==> config.mk <==
export PLATFORM = sky130hd
export DESIGN_NAME = proc_multicycle_param
export DESIGN_NICKNAME = d
export VERILOG_FILES = /design/src/rtl/proc_multicycle_param.sv
export SDC_FILE = /design/constraint.sdc
export NUM_CORES = 1
export LEC_CHECK = 0
export BUFFER_PORTS_ARGS = -buffer_cell sky130_fd_sc_hd__buf_2
export CORE_MARGIN = 2
export CORE_UTILIZATION = 35
export DETAILED_ROUTE_END_ITERATION = 10
export SYNTH_ARGS = -nofsm -noshare
export SYNTH_HDL_FRONTEND = slang
export SYNTH_SLANG_ARGS = --single-unit
==> constraint.sdc <==
create_clock -name clk -period 5 [get_ports clk]
set_input_delay 0.5 -clock clk [delete_from_list [all_inputs] [get_ports clk]]
set_output_delay 0.5 -clock clk [all_outputs]
set_load 0.1 [all_outputs]
==> src/rtl/proc_multicycle_param.sv <==
// proc_multicycle_param: parametrised multicycle processor.
//
// Each instruction is accepted in T0 and executed over one (mv, mvi, mvnz, nop) or three
// (add, sub, and, xor) further steps. All register transfers go over a single shared bus.
// Instruction word layout: op = din[IW-1:IW-3], rx = din[2*RW-1:RW], ry = din[RW-1:0].
//
// Ports:
//   clk       rising-edge clock
//   resetn    synchronous active-low reset
//   run       start request, sampled only in T0
//   din       instruction word (T0) or immediate (mvi, T1)
//   buswires  shared bus value (combinational, 0 when idle)
//   done      high during the final step of an instruction
//   busy      high whenever the machine is not in T0
//   zflag     registered zero flag of the last ALU result
module proc_multicycle_param #(
    parameter int unsigned DW   = 16,
    parameter int unsigned NREG = 8,
    parameter int unsigned RW   = $clog2(NREG),
    parameter int unsigned IW   = 3 + 2 * RW
) (
    input  logic          clk,
    input  logic          resetn,
    input  logic          run,
    input  logic [DW-1:0] din,
    output logic [DW-1:0] buswires,
    output logic          done,
    output logic          busy,
    output logic          zflag
);

    typedef enum logic [1:0] {
        StT0 = 2'd0,
        StT1 = 2'd1,
        StT2 = 2'd2,
        StT3 = 2'd3
    } state_e;

    typedef enum logic [2:0] {
        OpMv   = 3'b000,
        OpMvi  = 3'b001,
        OpAdd  = 3'b010,
        OpSub  = 3'b011,
        OpAnd  = 3'b100,
        OpMvnz = 3'b101,
        OpXor  = 3'b110,
        OpNop  = 3'b111
    } op_e;

    localparam logic [DW-1:0] One = DW'(1);

    state_e        state_q, state_d;
    logic [IW-1:0] ir_q;
    logic [DW-1:0] regs_q [NREG];
    logic [DW-1:0] a_q;
    logic [DW-1:0] g_q;
    logic          zflag_q;

    op_e           op;
    logic [RW-1:0] rx;
    logic [RW-1:0] ry;
    logic          is_alu;
    logic [DW-1:0] alu_res;

    logic          done_raw;
    logic          ir_we;
    logic          reg_we;
    logic          a_we;
    logic          g_we;
    logic          z_we;

    assign op     = op_e'(ir_q[IW-1:IW-3]);
    assign rx     = ir_q[2*RW-1:RW];
    assign ry     = ir_q[RW-1:0];
    assign is_alu = (op == OpAdd) || (op == OpSub) || (op == OpAnd) || (op == OpXor);

    // ALU operates on A and whatever is on the bus in T2 (R[ry]).
    always_comb begin
        alu_res = '0;
        case (op)
            OpAdd:   alu_res = a_q + buswires;
            OpSub:   alu_res = a_q + ~buswires + One;
            OpAnd:   alu_res = a_q & buswires;
            OpXor:   alu_res = a_q ^ buswires;
            default: alu_res = '0;
        endcase
    end

    // Next-state and bus/control decode.
    always_comb begin
        state_d  = state_q;
        buswires = '0;
        done_raw = 1'b0;
        ir_we    = 1'b0;
        reg_we   = 1'b0;
        a_we     = 1'b0;
        g_we     = 1'b0;
        z_we     = 1'b0;
        case (state_q)
            StT0: begin
                if (run) begin
                    ir_we   = 1'b1;
                    state_d = StT1;
                end
            end
            StT1: begin
                case (op)
                    OpMv: begin
                        buswires = regs_q[ry];
                        reg_we   = 1'b1;
                        done_raw = 1'b1;
                        state_d  = StT0;
                    end
                    OpMvi: begin
                        buswires = din;
                        reg_we   = 1'b1;
                        done_raw = 1'b1;
                        state_d  = StT0;
                    end
                    OpAdd, OpSub, OpAnd, OpXor: begin
                        buswires = regs_q[rx];
                        a_we     = 1'b1;
                        state_d  = StT2;
                    end
                    OpMvnz: begin
                        buswires = regs_q[ry];
                        reg_we   = ~zflag_q;
                        done_raw = 1'b1;
                        state_d  = StT0;
                    end
                    default: begin
                        done_raw = 1'b1;
                        state_d  = StT0;
                    end
                endcase
            end
            StT2: begin
                state_d = StT0;
                if (is_alu) begin
                    buswires = regs_q[ry];
                    g_we     = 1'b1;
                    state_d  = StT3;
                end
            end
            StT3: begin
                state_d = StT0;
                if (is_alu) begin
                    buswires = g_q;
                    reg_we   = 1'b1;
                    z_we     = 1'b1;
                    done_raw = 1'b1;
                end
            end
            default: state_d = StT0;
        endcase
    end

    // Every register write takes its data from the bus (R[ry], din or G).
    always_ff @(posedge clk) begin
        if (!resetn) begin
            state_q <= StT0;
            ir_q    <= '0;
            a_q     <= '0;
            g_q     <= '0;
            zflag_q <= 1'b0;
            for (int i = 0; i < int'(NREG); i++) begin
                regs_q[i] <= '0;
            end
        end else begin
            state_q <= state_d;
            if (ir_we) begin
                ir_q <= din[IW-1:0];
            end
            if (a_we) begin
                a_q <= buswires;
            end
            if (g_we) begin
                g_q <= alu_res;
            end
            if (z_we) begin
                zflag_q <= (g_q == '0);
            end
            if (reg_we) begin
                regs_q[rx] <= buswires;
            end
        end
    end

    assign done  = done_raw & resetn;
    assign busy  = (state_q != StT0);
    assign zflag = zflag_q;

endmodule

### Yosys cells after proc, flatten, opt, wreduce, memory -nomap -nowiden

Memory sizes are Yosys's and may differ from the RTL's. A register that Yosys moved wholly into a read port is not among the register bits.
Cells that the tools add are included.

* add/subtract/negate cells: 3
* equal/unequal tests: 10
* multiplexer cells: 31
* bitwise gates (word level): 5
* reduce and logical (&&, ||, !) cells: 11

Operators with widths (count)
* 16-bit one-hot mux with 3 select lines: 2
* 16-bit one-hot mux with 4 select lines: 1
* 16-bit 2-to-1 mux: 3
* 16-bit adder: 2
* 16-bit by 1-bit adder with 16-bit output (second input constant): 1
* 16-bit bitwise AND: 1
* 16-bit logical NOT: 1
* 16-bit inverter: 1
* 16-bit OR reduction: 1
* 16-bit XOR: 1
* 3-bit 2-to-1 mux: 5
* 1-bit 2-to-1 mux: 13
* 3-bit == test (second input constant): 3
* 2-bit one-hot mux with 4 select lines: 1
* 3-bit by 2-bit == test with 1-bit output (second input constant): 2
* 2-bit 2-to-1 mux: 3
* 1-bit one-hot mux with 2 select lines: 3
* 2-bit == test (second input constant): 2
* 2-bit OR reduction: 2
* 4-bit OR reduction: 1
* 3-bit by 1-bit == test with 1-bit output (second input constant): 1
* 3-bit logical NOT: 1
* 1-bit logical OR: 3
* 2-bit by 1-bit == test with 1-bit output (second input constant): 1
* 5 further kinds: 5

* register bits: 44
* RAM bits: 128
* bits of input ports: 19
* output and inout bits: 19
* logic and storage cells: 66
* memories: 1

Memory list
* regs_q: depth 8, width 16, rd ports 2, clocked after memory_dff 2, write ports 8, RTL line 54 `logic [DW-1:0] regs_q [NREG];`

### Logic depth before layout (Yosys ltp)

* word-level depth: 11
* mapped depth: 19
* mapped depth without buffers: 15

### Least setup slack after synthesis

Ideal clock, no wire load.

* path kind: register to register
* from: register state_q[1]
* to: register g_q[15]
* setup time: 0.120 ns
* arrival time: 4.056 ns
* required time: 4.880 ns
* path slack: 0.824 ns
* stages on the path, launching flop included: 18
* path buffers: 3
* clock period less this slack: 4.176 ns
* cell sequence: dfxtp_1 -> buf_2 -> nand2b_1 -> or3_1 -> o21ai_1 -> o21ai_2 -> buf_6 -> o211a_1 -> buf_2 -> inv_1 -> ha_1 -> nand2b_4 -> a2111o_1 -> a211o_1 -> and2_4 -> o41ai_4 -> mux2i_1 -> a21oi_1

* word-level cells in the longest chain between the ends: 6
* elaborated cells between the ends (all ways): 12
* classes of those cells: 3 x add/sub; 3 x eq/ne; 3 x mux; 3 x bitwise

RTL lines
* start: declaration: RTL line 52 `state_e state_q, state_d;`
* start signal: assignment: RTL line 161 `state_q <= StT0;`
* start signal: assignment: RTL line 170 `state_q <= state_d;`
* 2-bit == test / 2-bit by 1-bit == test with 1-bit output (equally long branches): RTL line 99 `case (state_q)`
* 16-bit one-hot mux with 3 select lines *: RTL line 99
* net buswires[0]: RTL line 26 `output logic [DW-1:0] buswires,`
* 16-bit inverter: RTL line 82 `OpSub: alu_res = a_q + ~buswires + One;`
* 16-bit adder: RTL line 82
* 16-bit by 1-bit adder with 16-bit output: RTL line 82
* 16-bit one-hot mux with 4 select lines *: RTL line 80 `case (op)`
* end signal: assignment: RTL line 178 `g_q <= alu_res;`
* end: declaration: RTL line 56 `logic [DW-1:0] g_q;`

The timed path passes the listed nets; every way through them passes the cells marked *.
A chain may end at the register's enable or synchronous reset.

### Worst setup path after layout

* from: register state_q[1]
* to: register g_q[14]

* word-level cells in the longest chain between the ends: 6
* elaborated cells between the ends (all ways): 12
* classes of those cells: 3 x add/sub; 3 x eq/ne; 3 x mux; 3 x bitwise

RTL lines (RTL line)
* 2-bit == test / 2-bit by 1-bit == test with 1-bit output (equally long branches): 99
* 16-bit one-hot mux with 3 select lines: 99
* 16-bit inverter: 82
* 16-bit adder: 82
* 16-bit by 1-bit adder with 16-bit output: 82
* 16-bit one-hot mux with 4 select lines: 80

Parallel ways exist; a longest one is shown, timed or not.

==> PnR_summary.wiki <==
{| class="wikitable"
! Metric !! Value
|-
| Area growth from synthesis to layout || 11.4%
|-
| Post-detail-place hpwl || between 20 and 25 mm
|-
| Area of the mapped netlist || 10700 um2
|-
| Critical path data required time || 5.31 ns
|-
| Initial Utilization || 0.358
|-
| First-pass GRT wire length || a little under 50 mm
|-
| Cell Area, Placed || 11300 um2
|-
| Hold depth || 3
|-
| Floorplan die area || around 32000 um2
|-
| H-tree depth || 4
|-
| Top_reg_cell synth || sky130_fd_sc_hd__edfxtp_1
|-
| Sequential standard cell area || 4850 um2
|-
| # nets final || 1042
|-
| Synth top cells by count || sky130_fd_sc_hd__nor2_1 (163), sky130_fd_sc_hd__edfxtp_1 (128), sky130_fd_sc_hd__nand2_1 (90)
|-
| Total CTS buffers || 17
|-
| Count of state elements after synthesis || 178
|-
| Worst-path clk slew || 0.08 ns
|-
| Initial antenna violation count || 0
|-
| Avg Synthesized Cell Area || 11.0 um2
|-
| Worst Hold Class || input port to flop
|-
| Kind of capture point of the worst setup path || flop
|-
| Relative slew margins || 0.296
|-
| Core Area || approximately 30000 um2
|-
| Height of the chip || 179 um
|-
| Synthesized Nets || 1023
|-
| Clk network pwr share || 0.373
|-
| Clock buffer depth || 2
|-
| Transition at the pin with the smallest max-transition slack || 1.05 ns
|-
| Antenna diode count || 0
|-
| Number of hold violations in the final report || 0
|-
| Share of synthesized cell area in and, or, nand and nor gates || 0.133
|-
| Root buffer cell || sky130_fd_sc_hd__clkbuf_16
|-
| Fraction of synthesized area in multiplexers || 0.181
|-
| Largest area contributor in the synthesized netlist || sky130_fd_sc_hd__edfxtp_1
|-
| Layout fillers || 2832
|-
| Max Fclk || 216 MHz
|-
| TritonCTS clock tree || built
|-
| Top cells by area in the synthesized netlist || sky130_fd_sc_hd__edfxtp_1 (36%), sky130_fd_sc_hd__mux4_2 (13%), sky130_fd_sc_hd__dfxtp_1 (9.4%)
|-
| Final number of setup-violating endpoints || 0
|-
| Register share of total power || 0.447
|-
| Compound-Gate Fraction of Synth Area || 0.128
|-
| Detailed-route via count || 7904
|-
| Total overflow reported by the global router || 0
|-
| Worst hold path endpoint || ir_q[7]
|-
| Post-CTS setup-driven buffer insertion count || 0
|-
| Leak pwr || 4.45 nW
|-
| Parity-gate share of the synthesized area counting xor and xnor cells || 0.0123
|-
| Int Power || ~2.6 mW
|-
| Type of element launching the critical path || flop
|-
| Share of Yosys cell area claimed by the top area cell type || 0.360
|-
| Clk Latency, worst-skew pair || 0.43 ns
|-
| Combinational power share || 0.180
|-
| Outcome || complete, no violations
|-
| Violation count after the first detailed-routing iteration || 794
|-
| Setup TNS || 0 ns
|-
| R2r endpoint || g_q[14]
|-
| Via/cell ratio || about 5.7
|-
| Fraction of final layout cells with drive strength greater than 1 || 0.199
|-
| Hold bufs inserted after CTS || 0
|-
| I/O pin count || 38
|-
| RR Startpoint || state_q[1]
|-
| Number of global-route vias before repair || 7836
|-
| Number of I/O port buffers || 37
|-
| FF-to-FF path depth || 15
|-
| Number of distinct library cells after synthesis || 69
|-
| Worst Skew || between 0.01 and 0.015 ns
|-
| Adder-cell share of the synthesized area || 0.0436
|-
| Arr. time, crit path || 4.93 ns
|-
| Period utilization || 0.924
|-
| Fin. max-slew vios || 0
|-
| Crit path time final || around 4.6 ns
|-
| Most repeated cell in the gate-level netlist after synthesis || sky130_fd_sc_hd__nor2_1
|-
| GPL Wtd Cong || 0.945
|-
| Type of the worst setup path || flop to flop
|-
| Synth Warn # || 0
|-
| Clock sink count || 178
|-
| Average routed wire per standard cell || between 20 and 25 um
|-
| Remaining antenna violation count || 0
|-
| Cell Rows || 63
|-
| IR drop worst, VDD || 0.227 mV
|-
| Internal reg-to-reg setup slack || 0.38 ns
|-
| Die Width || 179 um
|-
| Number of gates given a new drive strength after cts || 0
|-
| Total of max-cap violations || 0
|-
| Area of combinational cells with multiple inputs || 5320 um2
|-
| Final routed DRC violation total || 0
|-
| Share of synthesized registers carrying an async set or reset || 0
|-
| Pre-antenna DRT Iters || 6
|-
| Cell area after layout || 11900 um2
|-
| Fraction of power spent switching nets || 0.307
|-
| Main combinational cell family by area after synthesis || multiplexers
|-
| Critical hold path startpoint || din[7]
|-
| Net Switching || 1.15 mW
|-
| Number of synthesized flops with an enable pin || ~130
|-
| Share of synthesized area occupied by flip-flops and latches || 0.453
|-
| Biggest fanout along the worst timing path || 16
|-
| DRT Wirelength || approximately 32 mm
|-
| Pin count of the biggest net entering global routing || 55
|-
| RSZ-0062 raised after global routing || no
|-
| Post-synthesis instance total || just under 1000
|-
| PD cells || about 310 nW/um2
|-
| All-layer global routing usage || 0.205
|}
==> state kept, by name (all words and copies together), names as in the netlist, named ones only <==
register and count:
state_q 2, g_q 16, a_q 16, ir_q 9
zflag 1, regs_q 128
==> critical path: stages, from the launching register on <==
cell and delay, ns:
sky130_fd_sc_hd__dfxtp_1 0.50, sky130_fd_sc_hd__nand2b_1 0.28, sky130_fd_sc_hd__or3_1 0.14, sky130_fd_sc_hd__o21ai_1 0.07, sky130_fd_sc_hd__o21ai_2 0.63, sky130_fd_sc_hd__o211a_1 0.47
sky130_fd_sc_hd__inv_1 0.14, sky130_fd_sc_hd__ha_1 0.27, sky130_fd_sc_hd__fa_1 0.44, sky130_fd_sc_hd__nor3b_1 0.18, sky130_fd_sc_hd__o31ai_1 0.38, sky130_fd_sc_hd__a21oi_1 0.19
sky130_fd_sc_hd__o21ai_0 0.30, sky130_fd_sc_hd__a211oi_1 0.12, sky130_fd_sc_hd__a31oi_1 0.28, sky130_fd_sc_hd__a21oi_1 0.11
==> worst max-delay path by stage <==
stage,start,end,slack [ns],cells after the start
after floorplan,state_q[1],g_q[15],0.82,17
after global placement,state_q[1],g_q[12],0.49,15
after detailed placement,state_q[1],g_q[14],0.53,15
after CTS,state_q[1],g_q[14],0.50,15
after global routing,state_q[1],g_q[14],0.06,15
final,state_q[1],g_q[14],0.38,15
==> power groups by stage <==
stage / clock network, mW / registers (mW) / logic [mW]
final: 1.39 / 1.67 / 0.672
after CTS: 1.41 / 1.67 / 0.667
after global placement: 0 / 1.70 / 0.663
after global routing: 1.47 / 1.68 / 0.719
after floorplan: 0 / 1.68 / 0.513
after detailed placement: 0 / 1.70 / 0.665
==> per-stage QoR <==
step                worst slack, ns  hold WS, ns  utilization  std cells  power, mW
floorplan                     0.824        0.447            -        968       2.19
global placement              0.490        0.455        0.378       1358       2.36
detailed placement            0.527        0.474        0.378       1358       2.37
CTS                           0.499        0.350        0.399       1390       3.74
global route                 0.0556        0.358        0.399       1390       3.87
finish                        0.380        0.371        0.399       1390       3.73
==> area by class of cell <==
type | instances | share of cell area
Clock buffer | 17 | 0.0357
Timing Repair Buffer | 75 | 0.0416
Tap cell | 390 | 0.0410
Sequential cell | 178 | 0.407
Inverter | 39 | 0.0123
Clock inverter | 15 | 0.0158
Multi-Input combinational cell | 676 | 0.447
==> layout by cell type (no fill, tap or decap), types with 4 or more instances in the layout <==
| cell type | instances |
|---|---|
| sky130_fd_sc_hd__nor3b_1 | 4 |
| sky130_fd_sc_hd__inv_8 | 4 |
| sky130_fd_sc_hd__a21oi_1 | 33 |
| sky130_fd_sc_hd__o211ai_1 | 4 |
| sky130_fd_sc_hd__mux4_2 | 64 |
| sky130_fd_sc_hd__a31oi_1 | 6 |
| sky130_fd_sc_hd__clkbuf_16 | 17 |
| sky130_fd_sc_hd__mux2_2 | 16 |
| sky130_fd_sc_hd__nand3_1 | 8 |
| sky130_fd_sc_hd__a22oi_1 | 18 |
| sky130_fd_sc_hd__nand2_1 | 90 |
| sky130_fd_sc_hd__o221ai_1 | 6 |
| sky130_fd_sc_hd__nor4_1 | 6 |
| sky130_fd_sc_hd__a21o_1 | 5 |
| sky130_fd_sc_hd__clkinv_8 | 4 |
| sky130_fd_sc_hd__buf_2 | 37 |
| sky130_fd_sc_hd__xnor2_1 | 11 |
| sky130_fd_sc_hd__buf_4 | 36 |
| sky130_fd_sc_hd__a211o_1 | 4 |
| sky130_fd_sc_hd__edfxtp_1 | 128 |
| sky130_fd_sc_hd__a211oi_1 | 4 |
| sky130_fd_sc_hd__nor2_1 | 163 |
| sky130_fd_sc_hd__nor2b_1 | 13 |
| sky130_fd_sc_hd__o21ai_0 | 25 |
| sky130_fd_sc_hd__o31ai_1 | 5 |
| sky130_fd_sc_hd__inv_1 | 38 |
| sky130_fd_sc_hd__nor3_1 | 12 |
| sky130_fd_sc_hd__nand2b_1 | 11 |
| sky130_fd_sc_hd__xor2_1 | 4 |
| sky130_fd_sc_hd__a221oi_1 | 5 |
| sky130_fd_sc_hd__o211a_1 | 18 |
| sky130_fd_sc_hd__dfxtp_1 | 48 |
| sky130_fd_sc_hd__ha_1 | 34 |
| sky130_fd_sc_hd__mux2i_1 | 31 |
| sky130_fd_sc_hd__a21boi_0 | 29 |
| sky130_fd_sc_hd__and2_1 | 4 |
==> routing by layer <==
metal | wire, um | GRT usage
met1 | 13400 | 0.273
met2 | 15100 | 0.341
met3 | 2210 | 0.0354
met4 | 842 | 0.0688
met5 | 0 | 0
==> kinds of logic (layout without fill, tap and decap cells) <==
| kind of cell | after synthesis | after routing |
|---|---|---|
| flip-flops | 178 | 178 |
| adder cells (fa/ha/maj) | 36 | 36 |
| AO/OA/AOI/OAI | 187 | 187 |
| buffers and inverters | 114 | 146 |
| multiplexers | 111 | 111 |
| XOR/XNOR | 15 | 15 |
| AND/OR/NAND/NOR | 327 | 327 |
No activity file was read; power rests on OpenSTA's default activity.
